==> src/rtl/apc_stim_arbiter.sv <==
// Two-source, frame-granular round-robin arbiter for the APC stimulus stream.
// Grant is held for a whole frame, followed by an idle guard gap; overlong frames are cut.
module apc_stim_arbiter #(
  parameter int DATA_BITS     = 32,
  parameter int GAP_CYCLES    = 4,
  parameter int MAX_FRAME_LEN = 1024
) (
  input  logic                 clk,
  input  logic                 rst,
  input  logic [DATA_BITS-1:0] s0_data_re,
  input  logic [DATA_BITS-1:0] s0_data_im,
  input  logic                 s0_valid,
  input  logic                 s0_last,
  output logic                 s0_ready,
  input  logic [DATA_BITS-1:0] s1_data_re,
  input  logic [DATA_BITS-1:0] s1_data_im,
  input  logic                 s1_valid,
  input  logic                 s1_last,
  output logic                 s1_ready,
  output logic [DATA_BITS-1:0] m_data_re,
  output logic [DATA_BITS-1:0] m_data_im,
  output logic                 m_valid,
  output logic                 m_last,
  output logic [1:0]           grant,
  output logic                 err_overlong
);

  localparam int CNT_W    = $clog2(MAX_FRAME_LEN + 1);
  localparam int GAP_W    = (GAP_CYCLES > 0) ? $clog2(GAP_CYCLES + 1) : 1;
  localparam int GAP_LAST = (GAP_CYCLES > 0) ? GAP_CYCLES - 1 : 0;

  typedef enum logic [1:0] {
    IDLE   = 2'd0,
    GRANT0 = 2'd1,
    GRANT1 = 2'd2,
    GAP    = 2'd3
  } state_t;

  state_t               state_q, state_d;
  logic                 lastServed_q, lastServed_d;
  logic [CNT_W-1:0]     sampleCnt_q, sampleCnt_d;
  logic [GAP_W-1:0]     gapCnt_q, gapCnt_d;
  logic [DATA_BITS-1:0] dataRe_q, dataRe_d;
  logic [DATA_BITS-1:0] dataIm_q, dataIm_d;
  logic                 valid_q, valid_d;
  logic                 last_q, last_d;
  logic                 err_q, err_d;

  logic                 selS1;
  logic                 selValid;
  logic                 selLast;
  logic [DATA_BITS-1:0] selRe;
  logic [DATA_BITS-1:0] selIm;
  logic [CNT_W-1:0]     cntInc;
  logic                 cntHit;

  // Source mux follows the registered owner only, so ready never depends on valid.
  assign selS1    = (state_q == GRANT1);
  assign selValid = selS1 ? s1_valid   : s0_valid;
  assign selLast  = selS1 ? s1_last    : s0_last;
  assign selRe    = selS1 ? s1_data_re : s0_data_re;
  assign selIm    = selS1 ? s1_data_im : s0_data_im;
  assign cntInc   = sampleCnt_q + CNT_W'(1);
  assign cntHit   = (cntInc == CNT_W'(MAX_FRAME_LEN));

  always_comb begin
    state_d      = state_q;
    lastServed_d = lastServed_q;
    sampleCnt_d  = sampleCnt_q;
    gapCnt_d     = gapCnt_q;
    dataRe_d     = dataRe_q;
    dataIm_d     = dataIm_q;
    valid_d      = 1'b0;
    last_d       = 1'b0;
    err_d        = 1'b0;
    case (state_q)
      IDLE: begin
        if (s0_valid && s1_valid) begin
          state_d = lastServed_q ? GRANT0 : GRANT1;
        end else if (s0_valid) begin
          state_d = GRANT0;
        end else if (s1_valid) begin
          state_d = GRANT1;
        end
      end
      GRANT0, GRANT1: begin
        if (selValid) begin
          dataRe_d = selRe;
          dataIm_d = selIm;
          valid_d  = 1'b1;
          last_d   = selLast | cntHit;
          err_d    = cntHit & ~selLast;
          if (selLast || cntHit) begin
            sampleCnt_d  = '0;
            lastServed_d = selS1;
            state_d      = (GAP_CYCLES > 0) ? GAP : IDLE;
          end else begin
            sampleCnt_d = cntInc;
          end
        end
      end
      GAP: begin
        if (gapCnt_q == GAP_W'(GAP_LAST)) begin
          gapCnt_d = '0;
          state_d  = IDLE;
        end else begin
          gapCnt_d = gapCnt_q + GAP_W'(1);
        end
      end
      default: state_d = IDLE;
    endcase
  end

  always_ff @(posedge clk or posedge rst) begin
    if (rst) begin
      state_q      <= IDLE;
      lastServed_q <= 1'b1;
      sampleCnt_q  <= '0;
      gapCnt_q     <= '0;
      dataRe_q     <= '0;
      dataIm_q     <= '0;
      valid_q      <= 1'b0;
      last_q       <= 1'b0;
      err_q        <= 1'b0;
    end else begin
      state_q      <= state_d;
      lastServed_q <= lastServed_d;
      sampleCnt_q  <= sampleCnt_d;
      gapCnt_q     <= gapCnt_d;
      dataRe_q     <= dataRe_d;
      dataIm_q     <= dataIm_d;
      valid_q      <= valid_d;
      last_q       <= last_d;
      err_q        <= err_d;
    end
  end

  assign grant        = {state_q == GRANT1, state_q == GRANT0};
  assign s0_ready     = grant[0];
  assign s1_ready     = grant[1];
  assign m_data_re    = dataRe_q;
  assign m_data_im    = dataIm_q;
  assign m_valid      = valid_q;
  assign m_last       = last_q;
  assign err_overlong = err_q;

endmodule
==> config.mk <==
export PLATFORM = sky130hd
export DESIGN_NAME = apc_stim_arbiter
export DESIGN_NICKNAME = d
export VERILOG_FILES = /design/src/rtl/apc_stim_arbiter.sv
export SDC_FILE = /design/constraint.sdc
export NUM_CORES = 1
export LEC_CHECK = 0
export CORE_MARGIN = 10
export CORE_UTILIZATION = 40
export DETAILED_ROUTE_END_ITERATION = 10
export PLACE_DENSITY = 0.8
export SYNTH_ARGS = -nofsm -noshare
export SYNTH_HDL_FRONTEND = slang
export SYNTH_SLANG_ARGS = --single-unit
==> constraint.sdc <==
create_clock -name clk -period 2.97 [get_ports clk]
set_input_delay 0.297 -clock clk [delete_from_list [all_inputs] [get_ports clk]]
set_output_delay 0.297 -clock clk [all_outputs]
set_load 0.05 [all_outputs]
==> metrics.txt, run 1 <==
1st-pass router iterations 5; reg-to-reg slack, setup 0.84 ns; I/O pin count 205; Num CTS Buffers 9; Setup TNS 0 ns; total setup buffers inserted after CTS 0; WS Path Type register to output pin; ANT cells 0; Slew @ Worst Pin 0.673 ns; Syn Std Cell Area 4070 um2; area delta synth->final 58.0%; critical path cell sequence inv_1 > ha_4 > clkdlybuf4s50_1; die area 14600 um2; first-pass GRT wire length 20.0 mm; Final #Nets 741; Vias 3632; Slew Limit Fails 0; Worst Reg-to-Reg Cells 6; R2R Path Start state_q[0]; Reg clk slew, reported paths 0.08 ns; HPWL after DPL 9.78 mm; Cell Rows 36; Die H 121 um; grt ovf 0; DR vias/cell 4.93; Worst Skew 0.00466 ns; Initial Util 41.3%; post-synth cell types 35; routability cong. 0.921; Post-Layout Inst Area 6430 um2; final hold vios 0; critical path required time 2.67 ns; GRT Total Usage 16.6%; Die Width 121 um; violation count after the first detailed-routing iteration 227; post-synthesis net count 548; share of layout cells above drive strength 1 4.80%; post-route clock period utilization 75.9%; H-tree levels 3; PnR worst setup slack 0.716 ns; Synth Warn # 0; Layout fillers 794; Synth Instances 407; asr flop ratio synth 100%; post-synthesis sequential area ratio 51.7%; Mapped Avg Cell Area 10.0 um2; DR DRC count 0; final count of negative-setup-slack endpoints 0; Post-DRT Antenna Nets 0; Setup WS pre-CTS 0.795 ns; synth top area cells dfrtp_1 51%, mux2i_1 16%, o21ai_0 9.2%, nand2_1 7.5%, ha_1 2.2%; Critical Path Stages 3; port bufs 204; Arr. time, crit path 1.96 ns; critical path's top delay family buffers and inverters; Post-Route WL 12.1 mm; Worst slew margin 55.1%; CP max FO 7; Min-Delay Path Class input port to asynchronous set/reset pin; Pleak 2.71 nW; Peak supply drop 591 uV; Slowest cell on crit path clkdlybuf4s50_1; latest clock arrival within the worst-skew pair 0.34 ns; top cell type by total area after synthesis dfrtp_1; Final Critical Period 2.25 ns; CTS resizes 0; endpoint type of the worst setup path output pin; dominant synthesized flop cell dfrtp_1; Critical Path Start Type register; max_cap viols 0; Cell Area, Placed 6230 um2; CTS Buffer Depth 2; worst path bufs/invs 2; fmax 0.444 GHz; largest net degree at the start of global routing 69; drt wl/cell 16.4 um; RSZ-0062 raised after global routing false; Post-synth EDFFs 0; crit-path max cell delay 0.82 ns; initial antenna violation count 0; Util after Layout 65.2%; CTS Hold Bufs 0; CTS tree done; worst r2r dst m_data_im[4]; vias in the first global route 3917; most frequent cell after synthesis dfrtp_1; CORE AREA 9860 um2; hold slack final 0.359 ns; P per Cell Area 1160 nW/um2; root buffer cell clkbuf_8; area fraction of the dominant cell type after synthesis 51.0%; Seq cells post-synth 84; commonest cells in the netlist 83 x dfrtp_1, 81 x nand2_1, 75 x o21ai_0; clock sink count 84; status complete, no violations
## stage by stage
step	instances	power (mW)
floorplan	407	5.19
global placement	722	6.60
detailed placement	722	6.76
CTS	737	7.60
global route	737	8.01
finish	737	7.49
## placed cells by master (no fill, tap or decap), types with 3 or more instances in the layout
master,synthesis,routed
nor4_1,3,3
nor2_1,5,5
o21ai_0,75,75
nand3_1,10,10
nand4_1,3,3
clkdlybuf4s50_1,0,204
ha_1,7,6
a21oi_1,3,3
mux2i_1,66,66
nand2_1,81,81
inv_1,10,9
dfrtp_1,83,83
a31oi_1,3,3
clkbuf_8,0,12
buf_4,4,4
nor3_1,4,4
## layer usage
metal	vias up	track usage, %	wire [um]
li1	1801	-	-
met2	149	29.4	6190
met1	1674	19.0	4790
met3	8	5.12	1030
met4	0	3.85	66
met5	-	0	0
## kinds of logic (layout without fill, tap and decap cells)
logic type | after synthesis | after routing | share of synthesized area (%)
compound gates | 92 | 92 | 12.3
mux | 68 | 68 | 16.8
simple gates | 118 | 118 | 12.7
buf+inv | 38 | 235 | 4.36
flops | 84 | 84 | 51.7
fa+ha+maj | 7 | 7 | 2.15
## state kept, by name, indices dropped and copies added, names as in the netlist
register	flops
lastServed_q	1
m_data_re	32
m_last	1
state_q	2
m_valid	1
gapCnt_q	3
sampleCnt_q	11
m_data_im	32
err_overlong	1
## final cells by class
cell class / instances / area (um2) / share of cell area (%)
Multi-Input combinational cell: 285 / 1810 / 28.1
Inverter: 10 / 38.8 / 0.603
Clock inverter: 1 / 30.0 / 0.467
Sequential cell: 84 / 2100 / 32.7
Tap cell: 133 / 166 / 2.59
Timing Repair Buffer: 210 / 2110 / 32.8
Clock buffer: 14 / 173 / 2.68
## where the power goes
group	switching (mW)	internal [mW]	total (mW)
Combinational	3.06	1.64	4.70
Sequential	0.295	1.67	1.97
Clock	0.373	0.455	0.827
Total	3.72	3.77	7.49
## worst max path at each step
| stage | from | endpoint | slack (ns) |
|---|---|---|---|
| final | state_q[0] | s1_ready | 0.72 |
| after global routing | state_q[1] | grant[0] | 0.63 |
| after CTS | state_q[0] | s1_ready | 0.69 |
| after detailed placement | state_q[0] | m_data_im[2] | 0.79 |
| after global placement | state_q[0] | m_data_im[9] | 0.93 |
| after floorplan | rst | err_overlong | 0.51 |
No activity file was read; power rests on OpenSTA's default activity.
==> run 2, diff against run 1 <==
==> constraint.sdc (replaced) <==
create_clock -name clk -period 2.22 [get_ports clk]
set_input_delay 0.222 -clock clk [delete_from_list [all_inputs] [get_ports clk]]
set_output_delay 0.222 -clock clk [all_outputs]
set_load 0.05 [all_outputs]
==> run 2 against run 1 <==
Compared with the run above:
- design area is 0.31% higher
- clock skew is 0.0044 ns higher
- die area stayed put
- combinational power is 35% higher
- sequential power is 33% higher
- first-iteration DRC count is 16% lower
- count of clock-buffer cells in the layout is 1 lower
- via count hardly changed
- total power is 33% higher
- worst setup slack worse by 0.48 ns
- sequential share of layout area is 0.10 points lower
- clock power is 18% higher
- critical path type unchanged
- critical endpoint is now grant[1]
==> metrics.txt, run 2 (same netlist as run 1, synthesis figures left out) <==
combinational share of power 63.8%; Post-DRT Antenna Nets 0; CTS tree done; hold slack final 0.326 ns; CTS Buffer Depth 2; max_cap viols 0; latest clock arrival within the worst-skew pair 0.35 ns; violation count after the first detailed-routing iteration 191; area delta synth->final 58.5%; largest net degree at the start of global routing 61; root buffer cell clkbuf_8; clock share of power 9.8%; Worst Skew 0.00911 ns; first-pass GRT wire length 19.4 mm; Cell Rows 36; Critical Path Start Type register; GRT Total Usage 16.3%; Die Width 121 um; fmax 0.505 GHz; DR DRC count 0; commonest non-fill, non-tap cell in the layout clkdlybuf4s50_1; grt ovf 0; final count of negative-setup-slack endpoints 0; Seq pwr share 26.4%; ANT cells 0; Min-Delay Path Class input port to asynchronous set/reset pin; Switching Power 4.99 mW; drt wl/cell 16.6 um; H-tree levels 3; status complete, no violations; worst r2r dst state_q[0]; Final #Nets 744; Power Internal 4.94 mW; die area 14600 um2; Num CTS Buffers 9; Die H 121 um; Pleak 2.75 nW; total setup buffers inserted after CTS 0; I/O pin count 205; clock sink count 84; share of layout cells above drive strength 1 5.60%; Switching Share 50.3%; Worst slew margin 54.0%; final hold vios 0; Reg clk slew, reported paths 0.08 ns; P per Cell Area 1540 nW/um2; CP max FO 34; Setup TNS 0 ns; routability cong. 0.881; endpoint type of the worst setup path output pin; Post-Route WL 12.3 mm; initial antenna violation count 0; DR vias/cell 4.91; Peak supply drop 791 uV; WS Path Type register to output pin; R2R Path Start state_q[1]; Initial Util 41.3%; Arr. time, crit path 1.76 ns; Slew Limit Fails 0; critical path required time 2.00 ns; port bufs 204; Final Critical Period 1.98 ns; reg-to-reg slack, setup 0.26 ns; vias in the first global route 3809; 1st-pass router iterations 4; most frequent cells in the layout 200 x clkdlybuf4s50_1, 83 x dfrtp_1, 81 x nand2_1; Worst Reg-to-Reg Cells 6; post-route clock period utilization 89.2%; CORE AREA 9860 um2; Slew @ Worst Pin 0.688 ns; Vias 3631; RSZ-0062 raised after global routing false; HPWL after DPL 9.98 mm
==> run 2: layer usage <==
| layer | GRT usage, % | up-vias | part of all wire [%] |
|---|---|---|---|
| met5 | 0 | - | 0 |
| met4 | 4.60 | 0 | 1.1 |
| met1 | 18.5 | 1665 | 40 |
| met2 | 28.8 | 140 | 51 |
| met3 | 5.17 | 14 | 7.8 |
| li1 | - | 1812 | - |
==> run 2: worst max path at each step <==
stage	startpoint	to	slack, ns	cells after the start
after global routing	state_q[0]	state_q[0]	0.06	6
final	state_q[0]	grant[1]	0.24	4
after global placement	state_q[1]	state_q[0]	0.38	6
after detailed placement	state_q[1]	state_q[0]	0.25	6
after floorplan	state_q[0]	lastServed_q	0.12	9
after CTS	state_q[1]	grant[0]	0.05	3
==> run 2: through the flow <==
stage	cells	area, um2	worst slack (ns)	utilization [%]	power, mW
floorplan	407	4080	0.118	-	6.95
global placement	725	6280	0.381	63.6	8.87
detailed placement	725	6280	0.253	63.6	9.06
CTS	740	6440	0.0479	65.3	10.0
global route	740	6450	0.0638	65.4	10.6
finish	740	6450	0.239	65.4	9.93
==> run 2: critical path: stages, from the launching register on <==
cell and delay [ns]:
dfrtp_1 0.42, inv_1 0.16, ha_4 0.20, buf_6 0.35
buf_4 0.28
==> run 2: area by class of cell <==
| type | count | area, um2 |
|---|---|---|
| well taps | 133 | 166 |
| flip-flops and latches | 84 | 2100 |
| clock inverters | 2 | 10.0 |
| clock buffers | 13 | 159 |
| repair buffers | 213 | 2160 |
| inverters | 10 | 41.3 |
| multi-input cells | 285 | 1810 |
| fillers | 788 | 3410 |
==> run 2: power by group through the flow <==
stage               registers (mW)  logic [mW]  clock network [mW]
floorplan                     4.61        2.34                   0
global placement              2.61        6.26                   0
detailed placement            2.65        6.41                   0
CTS                           2.62        6.41                1.01
global route                  2.72        6.81                1.07
finish                        2.62        6.34               0.976
==> run 2: timing repair <==
action / CTS / global route
setup endpoints to repair: 0 / 4
hold endpoints to repair: 0 / 0
hold buffers: 0 / 0
gates resized for setup: 0 / 3
